$ cat src/rtl/ram_arbiter.sv
// ram_arbiter: shares one single-port data RAM among NUM_CORES load/store ports, one 3-cycle
// transaction at a time. Round-robin by default; define ARB_FIXED_PRIORITY_EN for lowest-index wins.
module ram_arbiter #(
   parameter int NUM_CORES = 4,
   parameter int ADDR_W    = 32,
   parameter int DATA_W    = 32,
   localparam int ID_W     = $clog2(NUM_CORES)
) (
   input  logic                        clk,
   input  logic                        rst,
   input  logic [NUM_CORES-1:0]        req,
   input  logic [NUM_CORES-1:0]        req_we,
   input  logic [NUM_CORES*ADDR_W-1:0] req_addr,
   input  logic [NUM_CORES*DATA_W-1:0] req_wdata,
   output logic [NUM_CORES-1:0]        ack,
   output logic [DATA_W-1:0]           rdata,
   output logic                        ram_we,
   output logic [ADDR_W-1:0]           ram_addr,
   output logic [DATA_W-1:0]           ram_wdata,
   input  logic [DATA_W-1:0]           ram_rdata,
   output logic                        busy,
   output logic [ID_W-1:0]             owner
);

   typedef enum logic [1:0] {StIdle, StAccess, StResp} state_e;

   state_e            state_q, state_d;
   logic [ID_W-1:0]   owner_q, owner_d;
   logic              we_q, we_d;
   logic [ADDR_W-1:0] addr_q, addr_d;
   logic [DATA_W-1:0] wdata_q, wdata_d;
   logic [DATA_W-1:0] rdata_q, rdata_d;

   logic [ADDR_W-1:0] addr_arr  [NUM_CORES];
   logic [DATA_W-1:0] wdata_arr [NUM_CORES];
   logic [ID_W-1:0]   winner;
   logic [ID_W-1:0]   idx;

   for (genvar i = 0; i < NUM_CORES; i++) begin : g_unpack
      assign addr_arr[i]  = req_addr[i*ADDR_W +: ADDR_W];
      assign wdata_arr[i] = req_wdata[i*DATA_W +: DATA_W];
   end

`ifdef ARB_FIXED_PRIORITY_EN
   // Scan downwards so the lowest requesting index is the last assignment.
   always_comb begin
      winner = '0;
      idx    = '0;
      for (int i = NUM_CORES - 1; i >= 0; i--) begin
         idx = ID_W'(i);
         if (req[idx]) winner = idx;
      end
   end
`else
   logic [ID_W-1:0] last_grant_q, last_grant_d;
   logic            found;

   // Search starts one past the previous winner so every requester is reached in turn.
   always_comb begin
      winner = '0;
      idx    = '0;
      found  = 1'b0;
      for (int k = 1; k <= NUM_CORES; k++) begin
         idx = ID_W'((int'(last_grant_q) + k) % NUM_CORES);
         if (!found && req[idx]) begin
            winner = idx;
            found  = 1'b1;
         end
      end
   end

   always_comb begin
      last_grant_d = last_grant_q;
      if (state_q == StIdle && |req) last_grant_d = winner;
   end

   always_ff @(posedge clk) begin
      if (rst) last_grant_q <= ID_W'(NUM_CORES - 1);
      else     last_grant_q <= last_grant_d;
   end
`endif

   always_comb begin
      state_d = state_q;
      owner_d = owner_q;
      we_d    = we_q;
      addr_d  = addr_q;
      wdata_d = wdata_q;
      rdata_d = rdata_q;
      unique case (state_q)
         StIdle: begin
            if (|req) begin
               state_d = StAccess;
               owner_d = winner;
               we_d    = req_we[winner];
               addr_d  = addr_arr[winner];
               wdata_d = wdata_arr[winner];
            end
         end
         StAccess: begin
            state_d = StResp;
            rdata_d = ram_rdata;
         end
         StResp:  state_d = StIdle;
         default: state_d = StIdle;
      endcase
   end

   always_ff @(posedge clk) begin
      if (rst) begin
         state_q <= StIdle;
         owner_q <= '0;
         we_q    <= 1'b0;
         addr_q  <= '0;
         wdata_q <= '0;
         rdata_q <= '0;
      end else begin
         state_q <= state_d;
         owner_q <= owner_d;
         we_q    <= we_d;
         addr_q  <= addr_d;
         wdata_q <= wdata_d;
         rdata_q <= rdata_d;
      end
   end

   always_comb begin
      ack = '0;
      if (state_q == StResp) ack[owner_q] = 1'b1;
   end

   assign ram_we    = (state_q == StAccess) && we_q;
   assign ram_addr  = addr_q;
   assign ram_wdata = wdata_q;
   assign rdata     = rdata_q;
   assign busy      = (state_q != StIdle);
   assign owner     = owner_q;

endmodule

$ cat config.mk
export PLATFORM = sky130hd
export DESIGN_NAME = ram_arbiter
export DESIGN_NICKNAME = d
export VERILOG_FILES = /design/src/rtl/ram_arbiter.sv
export SDC_FILE = /design/constraint.sdc
export NUM_CORES = 1
export LEC_CHECK = 0
export CORE_AREA = 2 2 157 159
export DETAILED_ROUTE_END_ITERATION = 10
export DIE_AREA = 0 0 159 161
export MAX_ROUTING_LAYER = met4
export PLACE_DENSITY = 0.72
export SKIP_CTS_REPAIR_TIMING = 1
export SLEW_MARGIN = 20
export SYNTH_ARGS = -nofsm -noshare
export SYNTH_HDL_FRONTEND = slang
export SYNTH_SLANG_ARGS = --single-unit
$ cat constraint.sdc
create_clock -name clk -period 2.2 [get_ports clk]
set_clock_uncertainty 0.05 [all_clocks]
set_input_delay 0.44 -clock clk [delete_from_list [all_inputs] [get_ports clk]]
set_output_delay 0.44 -clock clk [all_outputs]
set_load 0.03 [all_outputs]
Yosys cells after proc, flatten, opt, wreduce, memory -nomap -nowiden
Index checks and enable logic that the tools add are counted.
{"block": "word_totals", "elab_cells": 64, "ff_bits": 103, "out_inout_bits": 104, "in_bits": 298}
{"block": "classes", "order_cmp": 8, "mux": 28, "bitwise": 1, "add_sub_neg": 4, "n_eq_ne": 3, "reduce_logical": 13}
{"operator": "binary-select mux 32 bit (select 2 bit)", "n": 2}
{"operator": "two-way mux 32 bit", "n": 4}
{"operator": "< comparator 2 x 3 -> 1 bit, second input constant", "n": 6}
{"operator": "binary-select mux 1 bit (select 2 bit)", "n": 5}
{"operator": "two-way mux 2 bit", "n": 5}
{"operator": "two-way mux 1 bit", "n": 9}
{"operator": "logical AND 1 bit", "n": 6}
{"operator": "adder 2 x 1 -> 2 bit, second input constant", "n": 2}
{"operator": "adder 2 bit, second input constant", "n": 2}
{"operator": "two-way mux 4 bit", "n": 1}
{"operator": "one-hot mux 2 bit (2 select lines)", "n": 1}
{"operator": "OR reduction 4 bit", "n": 1}
{"operator": ">= comparator 3 bit, second input constant", "n": 1}
{"operator": "zero test 1 bit", "n": 3}
{"operator": "inverter 2 -> 3 bit", "n": 1}
{"operator": "demux 1 bit (select 2 bit)", "n": 1}
{"operator": "equality test 2 x 1 -> 1 bit, second input constant", "n": 1}
{"operator": "equality test 2 bit, second input constant", "n": 1}
{"operator": ">= comparator 2 x 1 -> 1 bit, second input constant", "n": 1}
{"operator": "zero test 2 bit", "n": 1}
{"operator": "inequality test 2 x 1 -> 1 bit, second input constant", "n": 1}
{"operator": "AND reduction 2 bit", "n": 1}
{"operator": "nonzero test 2 bit", "n": 1}

Longest topological paths before layout
Gate-level depths: netlist of the first run.
{"block": "depth", "ltp_word": 17, "ltp_mapped": 8, "ltp_nobuf": 5}

Least setup slack after synthesis of the first run
Ideal clock, no wire load.
{"block": "synth_timing", "path_kind": "register to output", "from": "register owner_q[0], in the netlist owner[0]", "to": "output port ack[1]", "setup_slack_ns": 0.115, "path_buffers": 0, "path_stages_with_launch": 2, "arrival_time_ns": 1.595, "required_time_ns": 1.710, "path_cell_list": "dfxtp_1 > nor4bb_1"}
{"block": "synth_via", "elab_chain_len": 5, "elab_cells_between_ends": 6, "classes_between": "2 x order compare; 3 x mux; 1 x reduce/logical"}
{"element": "start, declared", "line": "28", "rtl": "logic [ID_W-1:0] owner_q, owner_d;"}
{"element": "start signal, assigned", "line": "119", "rtl": "owner_q <= owner_d;"}
{"element": "< comparator 2 x 3 -> 1 bit (not written as such) or >= comparator 2 x 1 -> 1 bit (tied branches)", "line": "129", "rtl": "if (state_q == StResp) ack[owner_q] = 1'b1;"}
{"element": "logical AND 1 bit (not written as such)", "line": "129"}
{"element": "two-way mux 1 bit (not written as such)", "line": "129"}
{"element": "demux 1 bit (select 2 bit) *", "line": "129"}
{"element": "two-way mux 4 bit *", "line": "129"}
{"element": "end, declared", "line": "15", "rtl": "output logic [NUM_CORES-1:0] ack,"}
Mark *: on every way between the ends. The rest lies on a longest branch, timed or not.

Worst setup path in the final report of the first run
{"block": "layout_timing", "from": "input port req[1]", "to": "register addr_q[8], in the netlist ram_addr[8]"}
{"block": "layout_via", "elab_chain_len": 16, "elab_cells_between_ends": 27, "classes_between": "18 x mux; 1 x bitwise; 8 x reduce/logical"}
{"element": "start, declared", "line": "11", "rtl": "input logic [NUM_CORES-1:0] req,"}
{"element": "binary-select mux 1 bit (select 2 bit)", "line": "65", "rtl": "if (!found && req[idx]) begin"}
{"element": "two-way mux 1 bit (not written as such)", "line": "65"}
{"element": "two-way mux 1 bit", "line": "65"}
{"element": "zero test 1 bit", "line": "65"}
{"element": "logical AND 1 bit", "line": "65"}
{"element": "two-way mux 1 bit", "line": "65"}
{"element": "zero test 1 bit", "line": "65"}
{"element": "logical AND 1 bit", "line": "65"}
{"element": "two-way mux 1 bit", "line": "65"}
{"element": "zero test 1 bit", "line": "65"}
{"element": "logical AND 1 bit", "line": "65"}
{"element": "two-way mux 2 bit", "line": "65"}
{"element": "inverter 2 -> 3 bit (not written as such)", "line": "96", "rtl": "addr_d = addr_arr[winner];"}
{"element": "binary-select mux 32 bit (select 2 bit)", "line": "96"}
{"element": "two-way mux 32 bit (not written as such) (2 in a row)", "line": "96"}
{"element": "end signal, assigned", "line": "121", "rtl": "addr_q <= addr_d;"}
{"element": "end, declared", "line": "30", "rtl": "logic [ADDR_W-1:0] addr_q, addr_d;"}
Several ways; a longest one is shown, not always the timed one. The select of a mux whose other input is x is not followed.
A chain may end at the register's enable or synchronous reset.

==> run metrics, run 1 <==
hold path depth=2; register area=2060 µm²; Via-to-Cell Ratio=4.90; Die W=159 µm; routed length per instance=17.7 µm; Yosys reg bits=103; Worst-path clk slew=80 ps; first-pass GRT wire length=38700 µm; final hold violations=0; Placement Setup Slack=-348 ps; vias in the first global route=6969; RSZ-0062 raised after global routing=false; Initial Util=0.255; Reg2Reg Depth=6; post-layout net count=1370; CP Data Required Time=2380 ps; share of the yosys chip area belonging to registers=0.337; CTS tree=yes; root buf cell=clkbuf_16; slowest CP cell=clkdlybuf4s50_1; worst rel slew slack=0.618; DPL Wire Length=18600 µm; critical path peak fanout=26; Cell Pwr Density=659 nW/µm²; Leak=0.00436 µW; Core Region=24000 µm²; antenna-violating nets left=0; Critical Path Start Type=input pin; worst skew pair latency=360 ps; launch point of the worst hold path=rdata[9]; Max VDD drop=436 µV; max incr delay on CP=460 ps; count of buffers from port buffering=401; die footprint=25600 µm²; Post-synth EDFFs=0; post-layout util=0.459; routability cong.=0.851; CP Capture Type=flip-flop; die height=161 µm; CP arrival=2300 ps; # IOs=402; Yosys cell types=31; gr usage total=0.195; Layout area overhead=80.2%; FF-to-FF End=ram_addr[8]; final setup margin=79.3 ps; Max Cap Violations=0; GRT overflow=0; synthesized area=6110 µm²; asr flop ratio synth=0; slew at the pin closest to its max-slew limit=574 ps; Hold Path Sink=rdata[9]; maximum operating frequency=472 MHz; crit path time final=2120 ps; hold crit path type=flip-flop to flip-flop; count of endpoints failing setup in the final report=0; final worst path period share=0.964; Initial DRC Count=394; Yosys Warn Count=0; Antenna Cells=0; TritonRoute pass-1 iters=5; Sum Neg Setup Slack=0 ps; synthesized area per cell=8.69 µm²; routed wire length=24800 µm; Fillers=2316; CP Class=input pin to flip-flop; fin. max-slew vios=0; Synth Flop Type=dfxtp_1; r2r setup slk=310 ps; multi-input logic area=3480 µm²; Mapped Nets=1001; Longest Clk Path Bufs=2; initial antenna violation count=0; via count=6861; outcome=completed; post-synthesis cell count=703; worst path cell trace=clkdlybuf4s50_1 -> nor2b_1 -> o21ai_4 -> and3_4 -> buf_12 -> mux2i_1 -> a211oi_2; DRC=0; layout cells sized above 1=0.110; largest net degree at the start of global routing=104; H-tree depth=3; reg2reg start=last_grant_q[0]; clk sinks=103; Rows=57; CTS buffer count=9
## sequential cells by signal (all words and copies together) (netlist names)
name,cells
rdata,32
we_q,1
ram_wdata,32
ram_addr,32
state_q,2
owner,2
last_grant_q,2
## kinds of logic (layout without fill, tap and decap cells)
logic type	count (synthesis)	count (layout)	share of synthesized area
flip-flops	103	103	0.337
multiplexers	65	65	0.106
AO/OA/AOI/OAI	303	303	0.390
AND/OR/NAND/NOR	90	90	0.0639
buffers and inverters	142	516	0.102
## cells in the final DEF, fill, tap and decap left out, types with 2 or more instances in the layout
| cell | instances |
|---|---|
| a211oi_1 | 73 |
| a211oi_2 | 57 |
| a21oi_1 | 34 |
| a31oi_1 | 65 |
| and2_1 | 3 |
| buf_12 | 17 |
| buf_4 | 17 |
| clkbuf_16 | 9 |
| clkdlybuf4s50_1 | 394 |
| clkinv_8 | 2 |
| dfxtp_1 | 103 |
| dlymetal6s2s_1 | 5 |
| inv_1 | 65 |
| inv_12 | 3 |
| mux2i_1 | 65 |
| nand2_1 | 66 |
| nand2b_1 | 3 |
| nor2_1 | 8 |
| nor2b_2 | 2 |
| nor4bb_1 | 2 |
| o21ai_4 | 2 |
| o21bai_1 | 66 |
## how the worst max path moves through the flow
stage / slack [ps] / end / cells after the start / start
2_1_floorplan: 120 / ack[1] / 1 / owner[0]
3_3_place_gp: -330 / ram_wdata[29] / 8 / req[3]
3_5_place_dp: -350 / ram_wdata[29] / 8 / req[3]
4_1_cts: -260 / ack[2] / 2 / state_q[1]
5_1_grt: 20 / ram_addr[8] / 7 / req[1]
6_report: 80 / ram_addr[8] / 7 / req[1]
## worst max-delay path, delay by kind of cell
kind,cells,cell delay [ps]
muxes,1,340
and+or+nand+nor,2,520
buffers and inverters,2,710
AOI/OAI and AO/OA,2,260
## cell usage after synthesis (2+ instances only)
master | count | area, µm²
a211oi_1 | 74 | 556
buf_1 | 3 | 11.3
buf_4 | 11 | 82.6
buf_2 | 14 | 70.1
nor2_1 | 8 | 30.0
nand2b_1 | 3 | 18.8
nor2b_1 | 3 | 18.8
nand2_1 | 66 | 248
buf_6 | 4 | 45.0
mux2i_1 | 65 | 651
a21o_1 | 2 | 15.0
a31oi_1 | 65 | 407
o21bai_1 | 66 | 495
a21oi_1 | 34 | 170
nor4bb_1 | 2 | 20.0
inv_1 | 65 | 244
dfxtp_1 | 103 | 2060
a211oi_2 | 56 | 701
clkbuf_1 | 45 | 169
and2_1 | 3 | 18.8
## metal layers
metal | vias up | routed length [µm] | track usage
li1 | 3318 | - | -
met1 | 3211 | 10200 | 0.228
met2 | 294 | 12400 | 0.334
met3 | 38 | 1550 | 0.0406
met4 | 0 | 724 | 0.0694
met5 | - | 0 | -
## power breakdown
| group | leakage (µW) | internal, µW | switching (µW) |
|---|---|---|---|
| sequential | 0.000853 | 2120 | 148 |
| combinational | 0.00335 | 1540 | 1670 |
| clock | 0.000157 | 849 | 922 |
| total | 0.00436 | 4510 | 2740 |
## through the flow
stage / cells / hold slack [ps] / total power (µW) / instance area [µm²]
after floorplan: 703 / 435 / 4000 / 6110
after global placement: 1385 / 390 / 5510 / 10700
after detailed placement: 1385 / 396 / 5540 / 10700
after CTS: 1401 / 409 / 7340 / 11000
after global routing: 1401 / 424 / 7640 / 11000
final: 1401 / 408 / 7250 / 11000
## cell type report
class                   count  area share
clock buffers               9      0.0205
flip-flops and latches    103       0.187
inverters                  65      0.0222
multi-input cells         458       0.316
repair buffers            435       0.408
clock inverters             7     0.00921
well taps                 324      0.0368
Power figures use the tool's default switching activity.
==> run 2, diff against run 1 <==
- CTS_CLUSTER_DIAMETER: not set -> 50
==> results of run 2 <==
No change in the layout: final DEF, timing and power equal those of run 1.
==> run 3, diff against run 2 <==
- HOLD_SLACK_MARGIN: not set -> 0.06
==> results of run 3 <==
No change in the layout: final DEF, timing and power equal those of run 1.
